$ cat src/rtl/enc_bhl.sv
// ---------------------------------------------------------------------------
// enc_bhl : 8-to-3 priority encoder with optional output register.
//
// Turns eight request lines D0..D7 into a 3-bit index {x,y,z} (x = MSB).
// When several lines are high, the highest index wins. valid separates
// "D0 alone" (code 000, valid=1) from idle (code 000, valid=0).
//
// Parameters:
//   REG_OUT  1 = outputs registered, one cycle of latency (default)
//            0 = outputs follow D0..D7 combinationally
//
// Ports:
//   clk      in   rising-edge clock
//   rst_n    in   asynchronous active-low reset, clears all outputs
//   en       in   register update enable (0 = hold)
//   D0..D7   in   request lines, index 0..7
//   x,y,z    out  encoded index, x = bit 2, z = bit 0
//   valid    out  at least one request line was high
//   err      out  two or more request lines were high
//                 (present only when ENC_ERR_FLAG_EN is defined)
//
// Build option: define ENC_ERR_FLAG_EN to add the err port and its logic.
// ---------------------------------------------------------------------------
module enc_bhl #(
    parameter bit REG_OUT = 1'b1
) (
    input  logic clk,
    input  logic rst_n,
    input  logic en,
    input  logic D0,
    input  logic D1,
    input  logic D2,
    input  logic D3,
    input  logic D4,
    input  logic D5,
    input  logic D6,
    input  logic D7,
    output logic x,
    output logic y,
    output logic z,
`ifdef ENC_ERR_FLAG_EN
    output logic err,
`endif
    output logic valid
);

    logic [7:0] d_vec;
    logic [2:0] code_d;
    logic       valid_d;

    assign d_vec = {D7, D6, D5, D4, D3, D2, D1, D0};

    // Ascending scan: later (higher) indices overwrite lower ones, which
    // gives highest-index priority for multi-hot inputs.
    always_comb begin
        code_d = 3'd0;
        for (int k = 0; k < 8; k++) begin
            if (d_vec[k]) code_d = 3'(k);
        end
    end

    assign valid_d = |d_vec;

`ifdef ENC_ERR_FLAG_EN
    logic err_d;
    // Clearing the lowest set bit leaves something only if 2+ bits were set.
    assign err_d = |(d_vec & (d_vec - 8'd1));
`endif

    generate
        if (REG_OUT) begin : g_reg
            logic [2:0] code_q;
            logic       valid_q;

            always_ff @(posedge clk or negedge rst_n) begin
                if (!rst_n) begin
                    code_q  <= 3'd0;
                    valid_q <= 1'b0;
                end else if (en) begin
                    code_q  <= code_d;
                    valid_q <= valid_d;
                end
            end

            assign {x, y, z} = code_q;
            assign valid     = valid_q;

`ifdef ENC_ERR_FLAG_EN
            logic err_q;
            always_ff @(posedge clk or negedge rst_n) begin
                if (!rst_n)  err_q <= 1'b0;
                else if (en) err_q <= err_d;
            end
            assign err = err_q;
`endif
        end else begin : g_comb
            assign {x, y, z} = code_d;
            assign valid     = valid_d;
`ifdef ENC_ERR_FLAG_EN
            assign err       = err_d;
`endif
        end
    endgenerate

endmodule

$ cat config.mk
export PLATFORM = sky130hd
export DESIGN_NAME = enc_bhl
export DESIGN_NICKNAME = d
export VERILOG_FILES = /design/src/rtl/enc_bhl.sv
export SDC_FILE = /design/constraint.sdc
export NUM_CORES = 1
export LEC_CHECK = 0
export CAP_MARGIN = 15
export CELL_PAD_IN_SITES_DETAIL_PLACEMENT = 1
export CELL_PAD_IN_SITES_GLOBAL_PLACEMENT = 2
export CORE_UTILIZATION = 14
export CTS_CLUSTER_SIZE = 28
export DETAILED_ROUTE_END_ITERATION = 10
export PLACE_DENSITY_LB_ADDON = 0.1
export RECOVER_POWER = 50
export SLEW_MARGIN = 30
export SYNTH_ARGS = -nofsm -noshare
export SYNTH_HDL_FRONTEND = slang
export SYNTH_SLANG_ARGS = --single-unit
$ cat constraint.sdc
create_clock -name clk -period 0.8 [get_ports clk]
set_input_delay 0.08 -clock clk [delete_from_list [all_inputs] [get_ports clk]]
set_output_delay 0.08 -clock clk [all_outputs]
set_load 0.01 [all_outputs]
# Word-level counts from Yosys, hierarchy flattened

Index checks and enable logic that the tools add are counted.

Register bits: 4
Latch bits: 0
RAM bits: 0
Memory bits (read-only): 0
Output and inout port bits: 4
Logic and storage cells: 10
Memories kept: 0

$add $sub $neg: 0
$mul: 0
Div/mod/pow operators: 0
Order comparisons: 0
Equal/unequal tests: 0
Shift operators: 0
Muxes and demuxes: 7
Bitwise gates (word level): 0
Reduce and logical (&&, ||, !) cells: 1

Operators with widths:

| cell               | number |
|---|---|
| 2-to-1 mux 3 bit   | 5 |
| OR reduction 8 bit | 1 |
| 2-to-1 mux 2 bit   | 1 |
| 2-to-1 mux 1 bit   | 1 |

# Depth between registers and ports, before layout

Gate-level depths: netlist (run 1).

Depth in word-level cells: 7
Gate-level depth with buffers: 3

# Worst setup path after synthesis (run 1)

No wires, ideal clock.

Path kind: in2reg
From: in D2
To: reg g_reg.code_q[0]
Setup time: 82 ps
Arrival: 619 ps
Required time: 718 ps
Slack: 99 ps
Cell stages on the path: 3
Buffers on the path: 0
Cell sequence: nand2b_1 -> a221o_1 -> a31oi_1

Longest elaborated chain between the ends: 6

RTL lines:

| item                           | RTL line | text |
|---|---|---|
| from (decl)                    | 32       | `input logic D2,` |
| 2-to-1 mux 2 bit               | 58       | `if (d_vec[k]) code_d = 3'(k);` |
| 2-to-1 mux 3 bit (5 in series) | 58       |  |
| to (signal assigned)           | 80       | `code_q <= code_d;` |
| to (decl)                      | 72       | `logic [2:0] code_q;` |

No other way between the ends.
A chain may end at the register's enable or synchronous reset.

# Worst setup path in the final report (run 1)

From: reg g_reg.code_q[1]
To: out y

RTL lines:

| item      | RTL line | text |
|---|---|---|
| to (decl) | 39       | `output logic y,` |

No word-level cell between the ends.

==> results of run 1 <==
==> area by class of cell <==
cell class,instances,area (sq um)
Fill cell,170,867
Tap cell,15,18.8
Sequential cell,4,100
Timing Repair Buffer,22,174
Inverter,2,7.51
Clock buffer,3,22.5
Multi-Input combinational cell,16,111
==> Yosys cell counts <==
library cell	n
inv_1	2
o21ai_0	1
nand2b_1	1
a21oi_1	1
a221o_1	1
dfrtp_1	4
nor4_1	2
a31oi_1	3
nor2_1	7
clkbuf_1	1
==> final timing paths <==
path / cells past startpoint / slack (ns) / from / to
hold reg to reg: 2 / 0.54 / g_reg.code_q[1] / g_reg.code_q[1]
setup reg to reg: 3 / 0.06 / valid / valid
setup / recovery: 1 / -0.02 / g_reg.code_q[1] / y
max in group asynchronous: 1 / 0.50 / rst_n / g_reg.code_q[1]
min in group clk: 2 / 0.26 / en / g_reg.code_q[2]
hold / removal: 1 / 0.13 / rst_n / valid
==> power by group <==
group / internal [W] / switching (W)
clock: 0.000167 / 0.0000772
sequential: 0.000214 / 0.00000494
combinational: 0.0000761 / 0.0000571
==> state kept, by name (all words and copies together), names as in the netlist <==
register / count
valid: 1
g_reg.code_q: 3
==> per-layer routing <==
layer	vias up	GRT usage (%)	wire length (um)
met2	13	17.9	339
met3	0	0	72
met1	118	8.87	212
met5	-	0	0
met4	0	12.9	0
li1	129	-	-
==> cells by family after synthesis <==
kind of cell / synth area share [%]
AOI/OAI and AO/OA: 19.9
buffers and inverters: 5.77
DFF: 51.3
and+or+nand+nor: 23.1
==> per-stage QoR <==
step                      cells  util [%]
after CTS                    61      32.0
final                        62      33.4
after floorplan              23         -
after global routing         62      33.4
after detailed placement     58      31.0
after global placement       58      31.0
==> what timing repair did <==
action / 4_1_cts / 5_1_grt
buffers inserted: 0 / 1
hold buffers: 0 / 0
gates resized for setup: 26 / 4
pin swaps: 2 / 1
setup endpoints to repair: 8 / 8
==> impl_metrics.ini, run 1 <==
[clock_tree]
clk_path_buf_depth = 2
htree_levels = 1
cts_root_buf = clkbuf_4
cts_tree = done
cts-buffers-inserted = 3
cts.clk_slew.worst_paths_ns = 0.04
clock_sinks = 4
clk_latency_ns = 0.23

[sta]
holdWs_ns = 0.125
layout_setup_ws_ns = -0.0192
finalHoldViolCount = 0
max_freq_mhz = 1220
tightestPinTransition_ns = 0.322
rsz0062_at_grt = true
slew_viol_final = 0
relSlewSlack_pct = 78.5
fin_skew_ns = 0
finalCriticalPeriod_ns = 0.819
fin_crit_sh_pct = 102
setup_viol = 4
setup-tns-final_ns = -0.0513

[die]
die_y_um = 39.3
die_area_sq_um = 1550
die_w_um = 39.3
io_pins = 15
core_area_sq_um = 1300
num_rows = 13
start_util_pct = 15.0

[worst_setup_path]
critPathCaptureType = output port
slowest_delay_ns = 0.37
cp_top_family = flip-flops
crit_fanout = 2
path_cells = buf_2
path_buf_inv = 1
startpoint_type = flip-flop
cp.required_ns = 0.72
worst_path_max_delay_cell = dfrtp_1
critPathKind = flip-flop to output port
arrival_ns = 0.74

[flow_run]
max-cap-violations = 0

[synth]
synthTopCellsByArea = dfrtp_1, nor2_1, a31oi_1, nor4_1, a221o_1
yosys.area.top_type = dfrtp_1
ys_seq_area_share_pct = 51.3
synth_area_per_cell_sq_um = 8.49
yosysTopAreaCellShare_pct = 51.3
syn_area_sq_um = 195
synth_cells = 23
yosys_warnings = 0
ys_ff_latch = 4
syn_nets = 34
synth_cell_types = 10

[detailed_routing]
ant_nets = 0
via_count = 260
dr.pass1.iters = 1
wl_um = 624
drc = 0
vias_per_cell = 4.19
drt_iter0_markers = 0
detail_route.wl_per_cell_um = 10.1

[placed_design]
placed_area_sq_um = 403
place_congestion = 0.637
portBuffers = 14
post-place-ws_ns = -0.430

[grt]
grt-ovfl-total = 0
first_global_vias = 259
grt_first_pass_wirelength_um = 959
grt_max_degree = 9
grt_use_total_pct = 9.94
antenna_found_initial = 0

[final_layout]
area_growth_pct = 122
final_common_cell = buf_4
final_area_sq_um = 434
nets = 60
final_cell_mix = buf_4, dlygate4sd2_1, nor2_1, dfrtp_1, buf_2
antenna_cells = 0
layout-drive-gt1-share_pct = 44.7

[power]
ir_drop_v = 0.000284
total_power_w = 0.000597
leakage_nw = 0.200
powerDensity_nw_per_um2 = 1380

[status]
status = finished, violations left
violations = negative setup slack

[worst_hold_path]
hold_path.class = primary input to asynchronous set/reset pin
Power figures use the tool's default switching activity.
==> inputs of run 2 (changes only) <==
Settings changed: ABC_AREA from default to 0, SKIP_LAST_GASP from default to 1.
==> results of run 2 <==
Final layout, timing and power as in run 1 (identical DEF).
==> inputs of run 3 (changes only) <==
--- a/config.mk
+++ b/config.mk
@@ -7,5 +7,4 @@
 export LEC_CHECK = 0
 export ABC_AREA = 0
-export CAP_MARGIN = 15
 export CELL_PAD_IN_SITES_DETAIL_PLACEMENT = 1
 export CELL_PAD_IN_SITES_GLOBAL_PLACEMENT = 2
==> constraint.sdc (replaced) <==
create_clock -name clk -period 0.8 [get_ports clk]
set_input_delay 0.12 -clock clk [delete_from_list [all_inputs] [get_ports clk]]
set_output_delay 0.12 -clock clk [all_outputs]
set_load 0.01 [all_outputs]
==> run 3 against run 2 <==
The flow still finishes with violations (negative setup slack). Count of clock-buffer cells in the layout did not move. Fmax shrank 5.2%. Sequential share of layout area increased by 0.75 points. Clock power hardly changed. Sequential power hardly changed. Total power shrank 0.44%. Wire length rose by 2.1%. Critical endpoint unchanged. Largest power group unchanged.
==> impl_metrics.ini, run 3 (synthesis gave the netlist of run 1 again) <==
[final_layout]
largest_register_ffs = 3
nets = 60
fill_cells = 170
final_cell_mix = buf_4, nor2_1, dfrtp_1, dlygate4sd2_1, buf_2
final_area_sq_um = 420
fin_cells = 62
final_common_cell = buf_4
regMostFlops = g_reg.code_q
area_growth_pct = 115
layout-drive-gt1-share_pct = 51.1
antenna_cells = 0

[sta]
finalCriticalPeriod_ns = 0.864
slew_viol_final = 0
relSlewSlack_pct = 78.2
finalHoldViolCount = 0
rsz0062_at_grt = true
setup_viol = 4
max_freq_mhz = 1160
tightestPinTransition_ns = 0.327
fin_skew_ns = 0
layout_setup_ws_ns = -0.0642
fin_crit_sh_pct = 108

[placed_design]
portBuffers = 14
placedCellCount = 58
post-place-ws_ns = -0.470
placed_area_sq_um = 403
place_congestion = 0.637

[clock_tree]
cts.clk_slew.worst_paths_ns = 0.04
cts-buffers-inserted = 3
cts_root_buf = clkbuf_4
cts_hold_buf = 0
clk_path_buf_depth = 2
cts_tree = done
clk_latency_ns = 0.23
clock_sinks = 4
htree_levels = 1

[grt]
grt_use_met1_pct = 8.87
antenna_found_initial = 0
grt_first_pass_wirelength_um = 959
grt_use_total_pct = 9.94
first_global_vias = 259
use_met3_pct = 0
grt-ovfl-total = 0
grt.busiest_layer = met2
grt_max_degree = 9
met2_usage_pct = 17.9

[worst_setup_path]
cp.required_ns = 0.68
path_cells = buf_2
slowest_delay_ns = 0.37
r2r-start = valid
rr_worst_depth = 3
crit_fanout = 2
critPathCaptureType = output port
path_buf_inv = 1
r2r_end = valid
worst_path_max_delay_cell = dfrtp_1
cp_top_family = flip-flops
arrival_ns = 0.74
critPathKind = flip-flop to output port
startpoint_type = flip-flop
r2r_slack_ns = 0.06

[die]
num_rows = 13
die_w_um = 39.3
start_util_pct = 15.0
die_y_um = 39.3
core_area_sq_um = 1300
die_area_sq_um = 1550
io_pins = 15

[power]
ir_drop_v = 0.000283
leakage_nw = 0.188
powerDensity_nw_per_um2 = 1410

[detailed_routing]
vias_per_cell = 4.27
ant_nets = 0
drt_iter0_markers = 7
detail_route.wl_per_cell_um = 10.3
wl_um = 637
via_count = 265
drc = 0
dr.pass1.iters = 3

[flow_run]
max-cap-violations = 0

[status]
status = finished, violations left
violations = negative setup slack

[worst_hold_path]
hold_path.class = primary input to asynchronous set/reset pin
[run 3: final cells by class]
class	instances	area (sq um)	area share [%]
flip-flops and latches	4	100	23.8
well taps	15	18.8	4.46
multi-input cells	16	111	26.5
inverters	2	7.51	1.79
repair buffers	22	160	38.1
clock buffers	3	22.5	5.36
[run 3: worst max-delay path by stage]
stage                    startpoint               to  cells past startpoint
global route        g_reg.code_q[1]                y                      1
global placement                 D5  g_reg.code_q[0]                      4
floorplan                        D2  g_reg.code_q[0]                      3
finish              g_reg.code_q[1]                y                      1
detailed placement               D4            valid                      4
CTS                           valid            valid                      1
[run 3: metrics by stage]
stage | setup TNS, ns | hold WS, ns | util (%) | total power [W]
3_3_place_gp | -2.33 | 0.336 | 31.0 | 0.000366
5_1_grt | -0.331 | 0.169 | 32.3 | 0.000642
2_1_floorplan | 0 | -0.176 | - | 0.000255
6_report | -0.217 | 0.167 | 32.3 | 0.000595
4_1_cts | -0.271 | 0.0902 | 31.9 | 0.000610
3_5_place_dp | -2.45 | 0.340 | 31.0 | 0.000368
[run 3: where the power goes]
group	internal [W]	switching [W]
combinational	0.0000731	0.0000573
clock	0.000167	0.0000772
sequential	0.000215	0.00000514
total	0.000455	0.000140
[run 3: what timing repair did]
action,in CTS,in global routing
setup endpoints to repair,8,8
cloned,0,0
gates resized for setup,27,10
buffers inserted,0,1
pin swaps,2,2
[run 3: metal layers]
layer | part of all wire (%) | wire length, um
met5 | 0 | 0
met4 | 0 | 0
met3 | 11 | 73
met2 | 54 | 342
met1 | 35 | 221
